## src/rtl/axi_rd_master.sv

```systemverilog
// AXI4 read-channel master: splits one user read request into INCR bursts of at most
// MAX_BURST beats, forwards returned data and reports completion plus a sticky error flag.
module axi_rd_master #(
   parameter int         ADDR_WIDTH = 27,
   parameter int         DATA_WIDTH = 16,
   parameter logic [8:0] MAX_BURST  = 9'd8,
   parameter int         ADDR_STEP  = 2
) (
   input  logic                  clk,
   input  logic                  rstn,
   input  logic                  init_end,
   input  logic                  rd_trig,
   input  logic [7:0]            rd_len,
   input  logic [ADDR_WIDTH-1:0] rd_addr,
   output logic [DATA_WIDTH-1:0] rd_data,
   output logic                  rd_data_valid,
   output logic                  rd_ready,
   output logic                  rd_done,
   output logic                  rd_err,
   output logic                  axi_arvalid,
   input  logic                  axi_arready,
   output logic [ADDR_WIDTH-1:0] axi_araddr,
   output logic [7:0]            axi_arlen,
   input  logic                  axi_rvalid,
   output logic                  axi_rready,
   input  logic [DATA_WIDTH-1:0] axi_rdata,
   input  logic [1:0]            axi_rresp,
   input  logic                  axi_rlast
);

   typedef enum logic [1:0] {S_IDLE, S_AR, S_R, S_DONE} state_t;

   state_t                r_state;
   logic [8:0]            r_remaining;
   logic [7:0]            r_beat_cnt;
   logic [ADDR_WIDTH-1:0] r_cur_addr;
   logic [ADDR_WIDTH-1:0] r_araddr;
   logic [7:0]            r_arlen;
   logic                  r_arvalid;
   logic                  r_rready;
   logic                  r_err;

   logic [8:0]            w_req_beats;
   logic [8:0]            w_burst_beats;
   logic [8:0]            w_rem_after;
   logic [ADDR_WIDTH-1:0] w_next_addr;
   logic                  w_beat;
   logic                  w_beat_err;

   // Burst length field for a given number of outstanding beats (min taken on 9 bits).
   function automatic logic [7:0] f_arlen(input logic [8:0] beats);
      logic [8:0] n;
      n = (beats < MAX_BURST) ? beats : MAX_BURST;
      n = n - 9'd1;
      return n[7:0];
   endfunction

   assign w_req_beats   = {1'b0, rd_len} + 9'd1;
   assign w_burst_beats = {1'b0, r_arlen} + 9'd1;
   assign w_rem_after   = r_remaining - w_burst_beats;
   assign w_next_addr   = r_cur_addr + ADDR_WIDTH'(w_burst_beats) * ADDR_WIDTH'(ADDR_STEP);
   assign w_beat        = axi_rvalid & r_rready;
   assign w_beat_err    = (axi_rresp != 2'b00) ||
                          (axi_rlast && (r_beat_cnt != 8'd0)) ||
                          (!axi_rlast && (r_beat_cnt == 8'd0));

   assign rd_data       = axi_rdata;
   assign rd_data_valid = w_beat;
   assign rd_ready      = (r_state == S_IDLE);
   assign rd_done       = (r_state == S_DONE);
   assign rd_err        = r_err;
   assign axi_arvalid   = r_arvalid;
   assign axi_araddr    = r_araddr;
   assign axi_arlen     = r_arlen;
   assign axi_rready    = r_rready;

   always_ff @(posedge clk) begin
      if (!rstn) begin
         r_state     <= S_IDLE;
         r_remaining <= 9'd0;
         r_beat_cnt  <= 8'd0;
         r_cur_addr  <= '0;
         r_araddr    <= '0;
         r_arlen     <= 8'd0;
         r_arvalid   <= 1'b0;
         r_rready    <= 1'b0;
         r_err       <= 1'b0;
      end else begin
         case (r_state)
            S_IDLE: begin
               if (rd_trig && init_end) begin
                  r_cur_addr  <= rd_addr;
                  r_araddr    <= rd_addr;
                  r_remaining <= w_req_beats;
                  r_arlen     <= f_arlen(w_req_beats);
                  r_err       <= 1'b0;
                  r_arvalid   <= 1'b1;
                  r_state     <= S_AR;
               end
            end
            S_AR: begin
               if (axi_arready) begin
                  r_arvalid  <= 1'b0;
                  r_rready   <= 1'b1;
                  r_beat_cnt <= r_arlen;
                  r_state    <= S_R;
               end
            end
            S_R: begin
               // Exactly arlen+1 beats are taken regardless of where rlast shows up.
               if (w_beat) begin
                  if (w_beat_err) begin
                     r_err <= 1'b1;
                  end
                  if (r_beat_cnt == 8'd0) begin
                     r_remaining <= w_rem_after;
                     r_rready    <= 1'b0;
                     if (w_rem_after == 9'd0) begin
                        r_state <= S_DONE;
                     end else begin
                        r_cur_addr <= w_next_addr;
                        r_araddr   <= w_next_addr;
                        r_arlen    <= f_arlen(w_rem_after);
                        r_arvalid  <= 1'b1;
                        r_state    <= S_AR;
                     end
                  end else begin
                     r_beat_cnt <= r_beat_cnt - 8'd1;
                  end
               end
            end
            S_DONE: begin
               r_state <= S_IDLE;
            end
            default: begin
               r_state <= S_IDLE;
            end
         endcase
      end
   end

endmodule

```

## config.mk

```make
export PLATFORM = sky130hd
export DESIGN_NAME = axi_rd_master
export DESIGN_NICKNAME = d
export VERILOG_FILES = /design/src/rtl/axi_rd_master.sv
export SDC_FILE = /design/constraint.sdc
export NUM_CORES = 1
export LEC_CHECK = 0
export CAP_MARGIN = 20
export CORE_ASPECT_RATIO = 1.2
export CORE_MARGIN = 1
export CORE_UTILIZATION = 45
export CTS_CLUSTER_DIAMETER = 200
export DETAILED_ROUTE_END_ITERATION = 8
export DONT_BUFFER_PORTS = 1
export GPL_TIMING_DRIVEN = 0
export MAX_ROUTING_LAYER = met4
export PLACE_DENSITY = 0.68
export SLEW_MARGIN = 40
export SYNTH_ARGS = -nofsm -noshare
export SYNTH_HDL_FRONTEND = slang
export SYNTH_SLANG_ARGS = --single-unit
```

## constraint.sdc

```tcl
create_clock -name clk -period 3.9 [get_ports clk]
set_input_delay 0.39 -clock clk [delete_from_list [all_inputs] [get_ports clk]]
set_output_delay 0.39 -clock clk [all_outputs]
set_load 0.01 [all_outputs]
```

# Word-level counts from Yosys, hierarchy flattened
# Index checks and enable logic that the tools add are counted.
# Widths: inputs -> output; s select.
# word_totals
ff_bits	57
output_inout_bits	57
# classes
addsub	7
magnitude_cmp	2
eq_ne	10
n_mux	40
bitwise	1
n_reduce_logical	21
# op_table
operator	count
$mux 27	4
$mux 8	9
$pmux 27 s2	1
$pmux 8 s2	2
$add 27x10->27	1
$mux 9	3
$sub 8x1->8 const B	3
$reduce_and 4->1	5
$add 8x1->9 const B	2
$lt 9x4->1 const B	2
$pmux 9 s2	1
$ne 2x2->1 const B	6
$mux 1	11
$mux 2	5
$logic_not 9->1	1
$sub 9x9->9	1
$logic_not 8->1	1
$pmux 2 s4	1
$reduce_bool 8->1	1
$reduce_and 6->1	1
$reduce_bool 2->1	3
$reduce_and 5->1	1
$eq 2x2->1 const B	2
$pmux 1 s2	2
other kinds (9)	12

# Logic depth before layout (Yosys ltp)
# Gate-level depths: netlist of run 1.
# depth
depth_word	9
mapped_depth	18
ltp_nobuf	17

# Least setup slack after synthesis of run 1
# Ideal clock, no wire load.
# synth_timing
path_kind	flip-flop to flip-flop
from	reg r_arlen[0] (netlist: axi_arlen[0])
to	reg r_arlen[2] (netlist: axi_arlen[2])
setup_time_ns	0.122
arrival_time_ns	3.182
t_required_ns	3.778
slack_ns	0.596
stages_incl_launch_ff	16
synth_period_minus_slack_ns	3.304
cell_sequence	dfxtp_1 > ha_1 > nand3_1 > xnor2_1 > inv_1 > ha_1 > o21a_1 > o21ai_0 > o2bb2ai_4 > xor2_2 > nand4b_1 > a2bb2oi_1 > ha_1 > nand4_1 > nor2_1 > a311o_1
# synth_via
elab_chain_len	9
word_cells_on_any_way	12
# synth_rtl
element	line	rtl
start, declared	38	logic [7:0] r_arlen;
start signal, assigned	95	r_arlen <= f_arlen(w_req_beats);
start signal, assigned	123	r_arlen <= f_arlen(w_rem_after);
$add 8x1->9 (*)	59	assign w_burst_beats = {1'b0, r_arlen} + 9'd1;
$sub 9x9->9 (*)	60	assign w_rem_after = r_remaining - w_burst_beats;
$lt 9x4->1	53	n = (beats < MAX_BURST) ? beats : MAX_BURST;
$mux 8	53	
$sub 8x1->8	54	n = n - 9'd1;
$mux 8	118	if (w_rem_after == 9'd0) begin
$mux 8	115	if (r_beat_cnt == 8'd0) begin
$mux 8	111	if (w_beat) begin
$pmux 8 s2	89	case (r_state)
# Mark *: on every way between the ends. The rest lies on a longest branch, timed or not. The select of a mux whose other input is x is not followed.
# A chain may end at the register's enable or synchronous reset.

# Worst setup path after layout of run 1
# layout_timing
from	reg r_arlen[2] (netlist: axi_arlen[2])
to	reg r_arlen[2] (netlist: axi_arlen[2])
# Same word-level chain as after synthesis.

==> metrics.txt, run 1 <==
Antenna Cells=0; Root Driver=clkbuf_8; number of synthesized flops with an enable pin=0; leakage power=0.00175 uW; flops & latches, synth=57; Die Span Y=109 microns; final hold vios=0; PD cells=348 nW/um^2; setup ws final=0.243 ns; worst hold path class=in2reg; first-pass GRT wire length=20.5 mm; asr flop ratio synth=0%; Synth Warn #=0; GRT Overall Usage=27.3%; Setup Viol. Count Final=0; most frequent cells in the layout=74 x nand2_1, 66 x nor2_1, 55 x dfxtp_1, 48 x a21oi_1, 24 x o21ai_0; cell at the slowest stage of the critical path=or4_4; Antenna Nets Post-Route=0; Max IR drop VDD=about 0.00021 V; max-slew violations=0; final WL=approximately 13 mm; DR vias/cell=6.06; maxcap violations=0; dpl hpwl=9.93 mm; clock skew=0.00858 ns; Least-Margin Pin Slew=0.800 ns; fraction of layout cells with a size suffix above 1=between 10% and 20%; Mapped Cells=around 560; top_reg_cell synth=dfxtp_1; Rows=38; initial DRC count=314; synthesis-to-finish area growth=9.09%; largest cells by area after synthesis=dfxtp_1 27%, nand2_1 6.5%, ha_1 6.4%; Bufs and invs on worst path=2; cell family with most CP delay=simple AND/OR/NAND/NOR gates; vias in the first global route=~4,000; DIE WIDTH=91.0 microns; commonest non-fill, non-tap cell in the layout=nand2_1; outcome=completed; CTS Buffer Depth=2; number of I/O pins=117; Syn Std Cell Area=4280 sq um; Period minus WS final=about 3.7 ns; vias=roughly 4,200; PortBufs=0; CP max stage delay=0.54 ns; CTS Sinks=57; clock latency at the later pin of the worst-skew pair=approximately 0.35 ns; Std-Cell Core Area=around 9000 sq um; grt total ovfl=0; CP startpoint kind=register; H-tree depth=3; GRT busiest layer=met2; nets=659; Relative slew margins=46.7%; # hold bufs at CTS=0; WP data arrival=3.90 ns; placement-stage worst setup slack=around 0.006 ns; CP Cell Sequence=buf_2 -> nand3_1 -> nor2_1 -> xor2_2 -> inv_1 -> ha_1 -> or4_4 -> o2bb2ai_4 -> xor2_2 -> nand4b_1 -> a2bb2oi_1 -> ha_1 -> nand4_1 -> nor2_1 -> a311o_1; M2 GR Usage=between 40% and 50%; Routability Congestion=0.887; period utilisation layout=93.8%; clk slew on worst S/H paths=0.07 ns; Power Total=~1600 uW; syn_nets=approximately 650; die area=9910 sq um; Initial Util=46.9%; met1 usage=31.4%; CTS tree=yes; Synth top area share=between 20% and 30%; cell taking the most area after synthesis=dfxtp_1; Setup crit end kind=register; reg2reg setup slack=0.24 ns; sequential-to-total area share from yosys stat=26.7%; fmax=about 270 MHz; DR DRC count=0; largest net degree at the start of global routing=11; syn_area_per_cell=about 7.6 sq um; Yosys cell types=66; routed len/inst=18.6 microns; CTS Buf Count=9; DR pass1 iterations=5; Worst Setup Path Type=reg2reg; CP max FO=7; met3 Use GR=4.25%; initial antenna violation count=0; critical path required time=4.14 ns
==> worst register-to-register path, delay by kind of cell (launching register included) <==
family,cells,cell delay (ns)
buf+inv,2,0.29
xor+xnor,2,0.44
simple gates,6,1.21
fa+ha+maj,2,0.51
compound gates,3,0.68
flops,1,0.40
==> stage by stage <==
stage	area (sq um)	utilization, %	setup TNS (ns)	std cells	hold WS, ns
2_1_floorplan	4280	-	0	563	0.432
5_1_grt	4670	51.2	-0.00717	700	0.184
3_3_place_gp	4430	48.5	0	683	0.449
3_5_place_dp	4440	48.6	0	683	0.450
6_report	4670	51.2	0	700	0.176
4_1_cts	4640	50.9	0	699	0.174
==> cell families (layout without fill, tap and decap cells) <==
kind of cell	Yosys count	in the layout	synth area share (%)
buffers and inverters	67	84	8.42
XOR/XNOR	26	26	5.49
adder cells (fa/ha/maj)	24	24	7.36
multiplexers	2	2	0.468
AO/OA/AOI/OAI	171	171	28.4
AND/OR/NAND/NOR	216	216	23.2
flip-flops	57	57	26.7
==> what timing repair did <==
item	in CTS	in global routing
setup buffers	0	1
endpoints found under the setup margin	0	35
gates resized for setup	0	7
==> final timing paths <==
path | start | end | cells past startpoint
min reg2reg | r_remaining[2]$_SDFFE_PN0P_ | r_remaining[2]$_SDFFE_PN0P_ | 2
max reg2reg | axi_arlen[2]$_SDFFE_PN0P_ | axi_arlen[2]$_SDFFE_PN0P_ | 15
max | axi_arlen[2]$_SDFFE_PN0P_ | axi_arlen[2]$_SDFFE_PN0P_ | 15
min | rd_addr[0] | axi_araddr[0]$_SDFFE_PN0P_ | 2
==> sequential cells by signal, summed over array words and instances (netlist names) <==
| signal | flops |
|---|---|
| r_remaining | 9 |
| axi_arlen | 8 |
| r_beat_cnt | 8 |
| rd_err | 1 |
| axi_rready | 1 |
| r_state | 2 |
| axi_araddr | 27 |
| axi_arvalid | 1 |
==> power breakdown <==
part           internal (uW)  switching, uW
Sequential               616           51.6
Clock                    347            246
Combinational            150            215
Total                   1110            512
==> synth_stat cells (11+ instances only) <==
library cell / count
buf_4: 18
nand2_1: 74
ha_1: 22
nand3_1: 19
clkbuf_1: 19
o21ai_0: 25
o211ai_1: 11
inv_1: 22
a31oi_1: 14
xnor2_1: 17
nor2_1: 66
nor3_1: 13
a21oi_1: 48
dfxtp_1: 57
==> per-layer routing <==
| metal | vias to the layer above | wire length, microns | share of wire [%] |
|---|---|---|---|
| met1 | 2029 | 5330 | 41 |
| met5 | - | 0 | 0 |
| li1 | 2031 | - | - |
| met3 | 18 | 931 | 7.2 |
| met2 | 161 | 6550 | 50 |
| met4 | 0 | 196 | 1.5 |
==> layout make-up <==
| type | instances | area [sq um] |
|---|---|---|
| Buffer | 45 | 278 |
| Clock buffer | 14 | 173 |
| Clock inverter | 2 | 35.0 |
| Fill cell | 908 | 4460 |
| Inverter | 22 | 82.6 |
| Multi-Input combinational cell | 439 | 2800 |
| Sequential cell | 57 | 1140 |
| Tap cell | 120 | 150 |
| Timing Repair Buffer | 1 | 7.51 |
(Power assumes the default switching activity.)
==> inputs of run 2 (changes only) <==
- PLACE_DENSITY: 0.68 -> 0.65
==> run 2 against run 1 <==
Compared with the run above: non-clock buffer count did not move; largest power group is now the clock network; highest routed layer unchanged; sequential share of layout area fell by 0.49 points; sequential cell count is the same; routed wire length up 1.3%; largest cell class unchanged; design area up 2.1%; fmax down 3.1%; final cell count unchanged; power up 12%; worst setup slack got worse by 0.12 ns; global-route usage rose by 0.72 points; sequential power barely moved; first-iteration DRC count shrank 11%.
==> metrics.txt, run 2 (same netlist as run 1, synthesis figures left out) <==
outcome=completed; Std-Cell Core Area=9130 sq um; DR DRC count=0; WP data arrival=4.01 ns; CTS Sinks=57; critical path required time=4.14 ns; Antenna Nets Post-Route=0; number of I/O pins=117; leakage power=0.00181 uW; clock latency at the later pin of the worst-skew pair=0.35 ns; CP max FO=6; Max IR drop VDD=0.000183 V; DR pass1 iterations=5; max reg flops=27; dpl hpwl=9.96 mm; fmax=265 MHz; placed standard-cell area=approximately 4400 sq um; DR vias/cell=6.08; DIE WIDTH=91.0 microns; Period minus WS final=3.77 ns; Die Span Y=roughly 110 microns; final hold vios=0; Relative slew margins=48.4%; nets=659; Final Hold Slack=0.163 ns; H-tree depth=3; placement-stage worst setup slack=-0.0466 ns; Setup crit end kind=register; Routability Congestion=0.924; maxcap violations=0; CTS Buf Count=9; max-slew violations=0; Least-Margin Pin Slew=0.775 ns; CP startpoint kind=register; die area=9910 sq um; vias=between 4,000 and 5,000; fraction of layout cells with a size suffix above 1=14.3%; clk slew on worst S/H paths=0.07 ns; most frequent cells in the layout=74 x nand2_1, 66 x nor2_1, 54 x dfxtp_1, 48 x a21oi_1, 23 x o21ai_0; PortBufs=0; Design Area, Final=~4800 sq um; Rows=38; commonest non-fill, non-tap cell in the layout=nand2_1; CTS tree=yes; Antenna Cells=0; first-pass GRT wire length=20.8 mm; final WL=roughly 13 mm; initial antenna violation count=0; synthesis-to-finish area growth=11.4%; setup ws final=0.125 ns; initial DRC count=roughly 280; PD cells=382 nW/um^2; period utilisation layout=between 90% and 100%; Fillers=898; worst hold path class=in2reg; Initial Util=46.9%; grt total ovfl=0; # hold bufs at CTS=0; GRT Overall Usage=between 20 and 30%; CTS Buffer Depth=2; largest net degree at the start of global routing=11; vias in the first global route=4,026; Worst Setup Path Type=reg2reg; Setup Viol. Count Final=0; Root Driver=clkbuf_8; clock skew=0.00632 ns; routed len/inst=~19 microns
[run 2: changes by cell type in the layout (fill, tap and decap cells not counted), sizes merged]
| cell | previous run | this run |
|---|---|---|
| clkbuf | 33 | 31 |
| buf | 27 | 26 |
| bufinv | 1 | 4 |
[run 2: layer usage]
layer | GRT usage (%) | up-vias | wire length, microns
met4 | 13.4 | 0 | 436
met5 | - | - | 0
met3 | 5.44 | 33 | 990
li1 | - | 2047 | -
met2 | 47.1 | 169 | 6340
met1 | 32.2 | 2010 | 5400
[run 2: worst paths after layout]
kind | startpoint | end | slack, ns | depth (start not counted)
worst max-delay path | axi_arlen[4]$_SDFFE_PN0P_ | axi_arlen[2]$_SDFFE_PN0P_ | 0.13 | 14
worst max register to register | axi_arlen[4]$_SDFFE_PN0P_ | axi_arlen[2]$_SDFFE_PN0P_ | 0.13 | 14
worst min register to register | r_remaining[0]$_SDFFE_PN0P_ | r_remaining[0]$_SDFFE_PN0P_ | 0.46 | 2
worst min-delay path | rd_addr[0] | axi_araddr[0]$_SDFFE_PN0P_ | 0.16 | 2
[run 2: timing repair]
item,4_1_cts,5_1_grt
endpoints found under the setup margin,1,27
resized for setup,1,12
buffers inserted,0,1
gates cloned,0,0
pin swaps,0,2
[run 2: final cells by class]
class	count	area (sq um)	share of cell area [%]
plain buffers	45	280	5.87
clock buffers	11	151	3.17
clock inverters	5	125	2.62
inverters	22	82.6	1.73
multi-input cells	439	2830	59.3
flip-flops and latches	57	1140	24.0
well taps	120	150	3.15
repair buffers	1	7.51	0.157
[run 2: critical path: stages (launching register included)]
cell and delay (ns):
dfxtp_1 0.59, nand3_1 0.14, nor2_1 0.22, xor2_2 0.23, inv_1 0.08, ha_1 0.25
or4_4 0.54, o2bb2ai_4 0.15, xor2_2 0.24, nand4b_1 0.25, a2bb2oi_1 0.24, ha_1 0.28
nand4_1 0.08, nor2_1 0.05, a311o_1 0.32
[run 2: metrics by stage]
step | total power [uW] | std cells | TNS [ns] | utilization (%)
4_1_cts | 1820 | 699 | 0 | 51.6
2_1_floorplan | 952 | 563 | 0 | -
3_3_place_gp | 1030 | 683 | 0 | 48.5
6_report | 1820 | 700 | 0 | 52.3
3_5_place_dp | 1040 | 683 | -0.0466 | 48.6
5_1_grt | 1900 | 700 | -0.0418 | 52.3
[run 2: report_power, final]
part           internal (uW)  total, uW  switching, uW  leakage, uW
registers                616        667           51.1     0.000467
logic                    153        371            217      0.00121
clock network            523        785            262     0.000140
total                   1290       1820            530      0.00181
